File: src/rtl/vga_mat_pkg.sv
// Shared constants, FSM encoding and BCD helpers for the matrix BCD formatter.
package vga_mat_pkg;

  localparam int N_ELEM = 9;
  localparam int BCD_W  = 4;

  typedef enum logic [1:0] {
    IDLE    = 2'd0,
    LOAD    = 2'd1,
    SHIFT   = 2'd2,
    WAIT_VB = 2'd3
  } state_t;

  // Double-dabble correction: a nibble of 5 or more would overflow past 9 on the next shift.
  function automatic logic [BCD_W-1:0] add3(input logic [BCD_W-1:0] nib);
    logic [BCD_W-1:0] res;
    if (nib >= 4'd5) begin
      res = nib + 4'd3;
    end else begin
      res = nib;
    end
    return res;
  endfunction

  function automatic int digit_lsb(input int k, input int d, input int digits);
    return (k * digits + d) * BCD_W;
  endfunction

endpackage

File: src/rtl/bin2bcd_serial.sv
// Serial shift-add-3 binary to BCD core; bcd presents the digits after the current step.
module bin2bcd_serial
  import vga_mat_pkg::*;
#(
  parameter int DATA_W = 8,
  parameter int DIGITS = 3
) (
  input  logic                      clk,
  input  logic                      reset_n,
  input  logic                      load,
  input  logic [DATA_W-1:0]         din,
  input  logic                      shift,
  output logic [DIGITS*BCD_W-1:0]   bcd
);

  logic [DATA_W-1:0]       bin_sr;
  logic [DIGITS*BCD_W-1:0] bcd_sr;
  logic [DIGITS*BCD_W-1:0] bcd_adj_s;

  // Correct every nibble before the shift.
  always_comb begin
    bcd_adj_s = '0;
    for (int d = 0; d < DIGITS; d++) begin
      bcd_adj_s[d*BCD_W +: BCD_W] = add3(bcd_sr[d*BCD_W +: BCD_W]);
    end
  end

  assign bcd = {bcd_adj_s[DIGITS*BCD_W-2:0], bin_sr[DATA_W-1]};

  // Shift register pair, loaded once per element and shifted DATA_W times.
  always_ff @(posedge clk or negedge reset_n) begin
    if (!reset_n) begin
      bin_sr <= '0;
      bcd_sr <= '0;
    end else if (load) begin
      bin_sr <= din;
      bcd_sr <= '0;
    end else if (shift) begin
      bin_sr <= bin_sr << 1;
      bcd_sr <= bcd;
    end
  end

endmodule

File: src/rtl/matrix_bcd_formatter.sv
// Converts a 3x3 matrix of unsigned values to BCD digits and leading-zero masks,
// committing the whole frame atomically during vertical blank.
module matrix_bcd_formatter
  import vga_mat_pkg::*;
#(
  parameter int DATA_W = 8,
  parameter int DIGITS = 3
) (
  input  logic                             clk,
  input  logic                             reset_n,
  input  logic                             in_valid,
  output logic                             in_ready,
  input  logic [N_ELEM*DATA_W-1:0]         in_data,
  input  logic                             vblank,
  output logic [N_ELEM*DIGITS*BCD_W-1:0]   bcd_out,
  output logic [N_ELEM*DIGITS-1:0]         blank_out,
  output logic                             busy,
  output logic                             frame_updated
);

  localparam int DW    = DIGITS * BCD_W;
  localparam int K_W   = $clog2(N_ELEM);
  localparam int CNT_W = $clog2(DATA_W + 1);

  generate
    if ((10 ** DIGITS) <= ((2 ** DATA_W) - 1)) begin : g_bad_cfg
      $error("matrix_bcd_formatter: DIGITS too small for DATA_W");
    end
  endgenerate

  function automatic logic [N_ELEM*DIGITS-1:0] blank_reset();
    logic [N_ELEM*DIGITS-1:0] m;
    m = '0;
    for (int k = 0; k < N_ELEM; k++) begin
      for (int d = 1; d < DIGITS; d++) begin
        m[k*DIGITS+d] = 1'b1;
      end
    end
    return m;
  endfunction

  localparam logic [N_ELEM*DIGITS-1:0] BLANK_RST = blank_reset();

  // A digit is blanked when it and every more significant digit are zero; the LSD always shows.
  function automatic logic [DIGITS-1:0] blank_of(input logic [DW-1:0] b);
    logic [DIGITS-1:0] m;
    logic              zero_above;
    m          = '0;
    zero_above = 1'b1;
    for (int d = DIGITS - 1; d >= 0; d--) begin
      zero_above = zero_above & (b[d*BCD_W +: BCD_W] == 4'd0);
      m[d]       = (d > 0) ? zero_above : 1'b0;
    end
    return m;
  endfunction

  state_t                     state_r;
  state_t                     state_next_s;
  logic [K_W-1:0]             k_r;
  logic [CNT_W-1:0]           cnt_r;
  logic [N_ELEM*DATA_W-1:0]   data_r;
  logic [N_ELEM*DW-1:0]       shadow_bcd_r;
  logic [N_ELEM*DIGITS-1:0]   shadow_blank_r;
  logic [DW-1:0]              core_bcd_s;
  logic [DATA_W-1:0]          elem_s;
  logic                       accept_s;
  logic                       last_shift_s;
  logic                       commit_s;

  assign accept_s     = (state_r == IDLE) && in_valid;
  assign last_shift_s = (state_r == SHIFT) && (cnt_r == CNT_W'(DATA_W - 1));
  assign commit_s     = (state_r == WAIT_VB) && vblank;
  assign elem_s       = data_r[int'(k_r)*DATA_W +: DATA_W];

  bin2bcd_serial #(
    .DATA_W (DATA_W),
    .DIGITS (DIGITS)
  ) u_core (
    .clk     (clk),
    .reset_n (reset_n),
    .load    (state_r == LOAD),
    .din     (elem_s),
    .shift   (state_r == SHIFT),
    .bcd     (core_bcd_s)
  );

  // Next-state decode.
  always_comb begin
    state_next_s = state_r;
    case (state_r)
      IDLE: begin
        if (accept_s) state_next_s = LOAD;
        else          state_next_s = IDLE;
      end
      LOAD:  state_next_s = SHIFT;
      SHIFT: begin
        if (!last_shift_s)                     state_next_s = SHIFT;
        else if (k_r == K_W'(N_ELEM - 1))      state_next_s = WAIT_VB;
        else                                   state_next_s = LOAD;
      end
      WAIT_VB: begin
        if (vblank) state_next_s = IDLE;
        else        state_next_s = WAIT_VB;
      end
      default: state_next_s = IDLE;
    endcase
  end

  // FSM state, element index, shift counter, input capture and handshake flags.
  always_ff @(posedge clk or negedge reset_n) begin
    if (!reset_n) begin
      state_r  <= IDLE;
      k_r      <= '0;
      cnt_r    <= '0;
      data_r   <= '0;
      in_ready <= 1'b1;
      busy     <= 1'b0;
    end else begin
      state_r  <= state_next_s;
      in_ready <= (state_next_s == IDLE);
      busy     <= (state_next_s != IDLE);
      if (accept_s) begin
        data_r <= in_data;
        k_r    <= '0;
      end else if (last_shift_s && (k_r != K_W'(N_ELEM - 1))) begin
        k_r <= k_r + K_W'(1);
      end
      if (state_r == LOAD) begin
        cnt_r <= '0;
      end else if (state_r == SHIFT) begin
        cnt_r <= cnt_r + CNT_W'(1);
      end
    end
  end

  // Shadow bank collects finished elements so the visible frame is never partial.
  always_ff @(posedge clk or negedge reset_n) begin
    if (!reset_n) begin
      shadow_bcd_r   <= '0;
      shadow_blank_r <= '0;
    end else if (last_shift_s) begin
      shadow_bcd_r[digit_lsb(int'(k_r), 0, DIGITS) +: DW] <= core_bcd_s;
      shadow_blank_r[int'(k_r)*DIGITS +: DIGITS]          <= blank_of(core_bcd_s);
    end
  end

  // Commit registers feeding the display.
  always_ff @(posedge clk or negedge reset_n) begin
    if (!reset_n) begin
      bcd_out       <= '0;
      blank_out     <= BLANK_RST;
      frame_updated <= 1'b0;
    end else if (commit_s) begin
      bcd_out       <= shadow_bcd_r;
      blank_out     <= shadow_blank_r;
      frame_updated <= 1'b1;
    end else begin
      frame_updated <= 1'b0;
    end
  end

endmodule

File: config.mk
export PLATFORM = sky130hd
export DESIGN_NAME = matrix_bcd_formatter
export DESIGN_NICKNAME = d
export VERILOG_FILES = /design/src/rtl/vga_mat_pkg.sv /design/src/rtl/bin2bcd_serial.sv /design/src/rtl/matrix_bcd_formatter.sv
export SDC_FILE = /design/constraint.sdc
export NUM_CORES = 1
export LEC_CHECK = 0
export BUFFER_PORTS_ARGS = -buffer_cell sky130_fd_sc_hd__clkbuf_2
export CORE_MARGIN = 1
export CORE_UTILIZATION = 50
export CTS_CLUSTER_DIAMETER = 100
export DETAILED_ROUTE_END_ITERATION = 12
export GPL_ROUTABILITY_DRIVEN = 0
export PLACE_DENSITY = 0.75
export SLEW_MARGIN = 25
export SYNTH_ARGS = -nofsm -noshare
export SYNTH_HDL_FRONTEND = slang
export SYNTH_SLANG_ARGS = --single-unit
export TNS_END_PERCENT = 50
File: constraint.sdc
create_clock -name clk -period 4.76 [get_ports clk]
set_input_delay 0.714 -clock clk [delete_from_list [all_inputs] [get_ports clk]]
set_output_delay 0.714 -clock clk [all_outputs]
set_load 0.02 [all_outputs]
==> metrics, run 1 <==
status=complete, no violations; R2R Setup Slk=570 ps; Worst IR Drop VDD=295 uV; Slew @ Worst Pin=1080 ps; wire length per cell=19.6 um; Fill cells=2569; CP Max Fanout=10; final wirelength=38000 um; post-layout instance area=19300 um^2; Synth top area share=51.4%; worst slack, placed=680 ps; CP endpoint=shadow_bcd_r[77]; combinational share of power=1.7%; Syn Area/Cell=13.0 um^2; Clock Latency Late Sink=540 ps; Layout Nets=1574; antenna cells=0; layout cells sized above 1=44.5%; synthesized flop and latch total=357; Mapped Cells=1267; Cell Area, Synth=16500 um^2; Die H=183 um; CP max-delay cell=dfrtp_1; worst path cell trace=inv_1 > ha_1 > o21ai_0 > nor2_1 > nor2_1 > nor3_1 > ha_1 > nand3_1 > or3_1 > o21ai_2 > and3b_1 > mux2_2; Iteration-0 DRC Markers=1084; Flop pwr share=49.7%; Die Footprint=33600 um^2; Switch Pwr=1.26 mW; cts bufs inserted=38; final worst slack=574 ps; synthesis warning total=0; fmax=0.239 GHz; fin util=59.5%; DRC errors left=0; dominant cell type by area after synthesis=dfrtp_1; crit-path leading delay family=simple AND/OR/NAND/NOR gates; Crit. End Element=flip-flop; CP required=5170 ps; Clock Tree Root=clkbuf_16; CORE AREA=32500 um^2; asr flop ratio synth=100%; half-perimeter wire length after placement=27000 um; R2R depth=12; Resized Gates After CTS=0; total chip power=6.11 mW; Worst slew margin=27.6%; gr usage total=23.0%; # IOs=214; post-synthesis cell type count=80; worst path bufs/invs=1; FF-to-FF Start=k_r[3]; first-pass GRT wire length=61000 um; Cell Pwr Density=317 nW/um^2; clk sinks=357; Critical Path Start=k_r[3]; total leakage power=9.37 nW; Routed Antenna Nets=0; area of the multi-input gates=7080 um^2; unrepaired setup endpoints after global routing=no; 1st-pass router iterations=7; Reg area=8960 um^2; number of global-route vias before repair=11.2k; synth top area cells=dfrtp_1 (51%), mux2_2 (20%), dfstp_2 (3.0%); fin. max-slew vios=0; fin cells=1939; DR vias=11.0k; most frequent cells after synthesis=dfrtp_1 (338), mux2_2 (299), nand2_1 (68); dominant cell by count in the synthesized netlist=dfrtp_1; CP Data Arrival Time=4600 ps; internal power=4.85 mW; Slowest Stage Delay on Critical Path=580 ps; Starting Density=50.7%; # hold bufs at CTS=0; switching power share of the total=20.6%; Crit path depth=12; GRT overflow=0; hold crit path type=in2async; Layout area overhead=17.3%; CTS tree=built; Worst setup SP type=flip-flop; Placed Area=18000 um^2; max_cap viols=0; final setup fails=0; post-synthesis sequential area ratio=54.4%; final hold vios=0; Die W=183 um; IO buf count=204; FF-to-FF End=shadow_bcd_r[77]; Max Root-Sink Buffers=3; DR vias/cell=5.69; period utilization=87.9%; row count=66; crit path time final=4190 ps; dpl cells=1872; largest net degree at the start of global routing=125; initial antenna violation count=0; Clk pin slew, worst setup/hold paths=60 ps; clock power share=48.6%; skew final=25.4 ps; H-tree levels=2; setup bufs post-CTS=0; setup TNS=0 ps; Worst Path Class, Setup=reg2reg; Post-synth EDFFs=0; Hold Slack=119 ps; Top FF cell, synth=dfrtp_1
[worst reg2reg max path: cells and delay by family (launching register included)]
kind,cells,cell delay (ps)
fa+ha+maj,2,900
buf+inv,1,190
simple gates,6,1380
flops,1,580
mux,1,370
compound gates,2,670
[power groups by stage]
stage	clock network [mW]	registers (mW)	logic, mW
floorplan	0	3.09	0.0125
global placement	0	3.09	0.103
detailed placement	0	3.09	0.106
CTS	3.03	3.04	0.106
global route	3.16	3.03	0.121
finish	2.97	3.04	0.104
[worst min-delay path by stage]
stage	startpoint	end	slack (ps)	depth (start not counted)
floorplan	reset_n	bcd_out[0]	420	0
global placement	blank_out[4]	blank_out[4]	470	2
detailed placement	blank_out[22]	blank_out[22]	470	2
CTS	reset_n	bcd_out[14]	340	1
global route	reset_n	shadow_bcd_r[49]	140	1
finish	reset_n	bcd_out[14]	120	1
[state kept, by name (all words and copies together), names as in the netlist]
register        cells
in_ready            1
state_r             2
shadow_blank_r     18
cnt_r               4
shadow_bcd_r      108
bcd_out           108
u_core.bin_sr       8
u_core.bcd_sr      12
frame_updated       1
busy                1
data_r             72
blank_out          18
k_r                 4
[layout by cell type, fill, tap and decap left out, types with 11 or more instances in the layout]
cell type	instances
dfrtp_1	337
mux2_2	299
clkbuf_2	203
nand2_1	66
o21ai_0	48
inv_1	45
nor2_1	39
clkbuf_16	39
o22ai_1	32
a21oi_1	26
ha_1	26
nor3_1	21
nand3_1	21
mux2i_1	20
buf_4	20
dfstp_2	19
o211ai_1	18
mux4_2	16
a211oi_1	13
nand2b_1	11
clkbuf_8	11
[layout make-up]
type / instances / area share [%]
Sequential cell: 357 / 46.4
Multi-Input combinational cell: 801 / 36.7
Timing Repair Buffer: 227 / 6.47
Clock buffer: 55 / 5.94
Tap cell: 442 / 2.87
Inverter: 46 / 0.895
Clock inverter: 11 / 0.745
[kinds of logic after synthesis]
| group | Yosys count | synth area share, % |
|---|---|---|
| DFF | 357 | 54.4 |
| muxes | 340 | 24.3 |
| and+or+nand+nor | 233 | 8.16 |
| AOI/OAI and AO/OA | 182 | 7.30 |
| buffers and inverters | 117 | 2.99 |
| adders and majority gates | 27 | 2.10 |
| xor gates and xnor gates | 10 | 0.669 |
| other | 1 | 0.0228 |
[layer usage]
metal | global-route usage [%] | up-vias | share of wire (%)
met2 | 36.7 | 444 | 47
met3 | 4.85 | 108 | 7.3
met4 | 8.13 | 0 | 3.5
li1 | - | 5013 | -
met5 | 0 | - | 0
met1 | 31.1 | 5466 | 43
Note: power is estimated with default switching activity, not from simulation.
==> run 2, diff against run 1 <==
--- a/config.mk
+++ b/config.mk
@@ -11,7 +11,7 @@
 export CTS_CLUSTER_DIAMETER = 100
 export DETAILED_ROUTE_END_ITERATION = 12
 export GPL_ROUTABILITY_DRIVEN = 0
-export PLACE_DENSITY = 0.75
+export PLACE_DENSITY = 0.73
 export SLEW_MARGIN = 25
 export SYNTH_ARGS = -nofsm -noshare
 export SYNTH_HDL_FRONTEND = slang
==> constraint.sdc (replaced) <==
create_clock -name clk -period 3.91 [get_ports clk]
set_input_delay 0.5865 -clock clk [delete_from_list [all_inputs] [get_ports clk]]
set_output_delay 0.5865 -clock clk [all_outputs]
set_load 0.02 [all_outputs]
==> run 2 against run 1 <==
  * Hold slack worse by 64 ps
  * Count of clock-buffer cells in the layout down 3
  * Register-to-register slack worse by 470 ps
  * Critical path depth down 3
  * Setup slack worse by 470 ps
  * Sequential power up 22%
  * Total power up 17%
  * Non-clock buffer count up 14
  * First-iteration DRC count down 24%
  * Largest cell class unchanged
==> metrics, run 2 (same netlist as run 1, synthesis figures left out) <==
status=complete, no violations; half-perimeter wire length after placement=27100 um; final hold vios=0; row count=66; Clock Tree Root=clkbuf_16; total leakage power=9.35 nW; Routed Antenna Nets=0; Worst slew margin=36.7%; first-pass GRT wire length=60900 um; Die W=183 um; DRC errors left=0; most frequent cells in the layout=dfrtp_1 (336), mux2_2 (299), clkbuf_2 (203); Cell Pwr Density=370 nW/um^2; Die H=183 um; # IOs=214; cts bufs inserted=37; max_cap viols=0; fin. max-slew vios=0; total chip power=7.13 mW; Largest regs=bcd_out: 108 flops, shadow_bcd_r: 108 flops, data_r: 72 flops; antenna cells=0; GRT overflow=0; CP required=4320 ps; gr usage total=23.0%; largest net degree at the start of global routing=95; CP Max Fanout=8; DR vias/cell=5.65; CP Data Arrival Time=4210 ps; Worst IR Drop VDD=362 uV; clk sinks=357; CORE AREA=32500 um^2; unrepaired setup endpoints after global routing=no; Layout Nets=1587; Iteration-0 DRC Markers=828; R2R depth=9; CTS tree=built; switching power share of the total=21.4%; wire length per cell=19.5 um; Max Root-Sink Buffers=3; commonest non-fill, non-tap cell in the layout=dfrtp_1; final wirelength=38000 um; internal power=5.61 mW; hold crit path type=in2async; IO buf count=204; Worst setup SP type=flip-flop; Slew @ Worst Pin=944 ps; setup TNS=0 ps; skew final=21.5 ps; fin util=59.4%; layout cells sized above 1=45.0%; Clock Latency Late Sink=540 ps; period utilization=97.3%; Starting Density=50.7%; number of global-route vias before repair=11.3k; Clk pin slew, worst setup/hold paths=60 ps; DR vias=11.0k; crit path time final=3800 ps; Die Footprint=33600 um^2; Fill cells=2605; 1st-pass router iterations=6; combinational share of power=1.7%; Worst Path Class, Setup=reg2reg; final setup fails=0; initial antenna violation count=0; Switch Pwr=1.53 mW; Flop pwr share=51.8%; clock power share=46.5%; fmax=0.263 GHz; Crit. End Element=flip-flop; H-tree levels=2; Layout area overhead=17.2%
-- run 2: worst paths after layout --
kind                       slack, ps          start               end
setup / recovery                 110         k_r[1]  shadow_bcd_r[70]
hold / removal                    60        reset_n       bcd_out[15]
setup reg to reg                 110         k_r[1]  shadow_bcd_r[70]
hold reg to reg                  480  blank_out[16]     blank_out[16]
max in group asynchronous       2910        reset_n      bcd_out[107]
min in group clk                 290    in_data[17]        data_r[17]
-- run 2: stage by stage --
stage	area [um^2]	cells	worst slack (ps)	hold WS, ps
after global placement	18100	1885	159	472
after floorplan	16500	1275	13.3	291
after CTS	19200	1950	8.49	64.3
after detailed placement	18100	1885	8.85	475
final	19300	1952	107	55.2
after global routing	19300	1952	24.6	111
-- run 2: repair_timing --
item                       CTS  global route
hold buffers                 0             0
buffers inserted             0             2
gates resized for setup      1             6
pin swaps                    0             4
setup endpoints to repair    4            36
-- run 2: layout make-up --
cell class | count | area [um^2] | area share, %
tap | 442 | 553 | 2.87
inverter | 46 | 173 | 0.896
clock inverter | 13 | 109 | 0.565
timing repair buffer | 241 | 1350 | 7.00
multi-input combinational | 801 | 7090 | 36.8
sequential | 357 | 8960 | 46.5
clock buffer | 52 | 1040 | 5.41
-- run 2: power groups by stage --
stage,Combinational (mW),Sequential (mW),Clock (mW)
floorplan,0.0152,3.76,0
global placement,0.127,3.76,0
detailed placement,0.129,3.76,0
CTS,0.130,3.69,3.41
global route,0.145,3.69,3.53
finish,0.124,3.70,3.32
-- run 2: layer usage --
layer  share of wire (%)  GRT usage, %  wire length (um)
met1                  43          30.7             16400
met2                  47          37.0             17800
met3                 6.8          5.03              2570
met4                 3.3          8.47              1240
met5                   0             0                 0
-- run 2: critical path, cell delays in order (launching register included) --
cell and delay [ps]:
dfrtp_2 440, ha_2 270, inv_1 70, fa_1 480
xnor2_1 680, o22ai_1 290, o211ai_1 670, nor2_1 110
o21bai_1 310, mux2_2 370
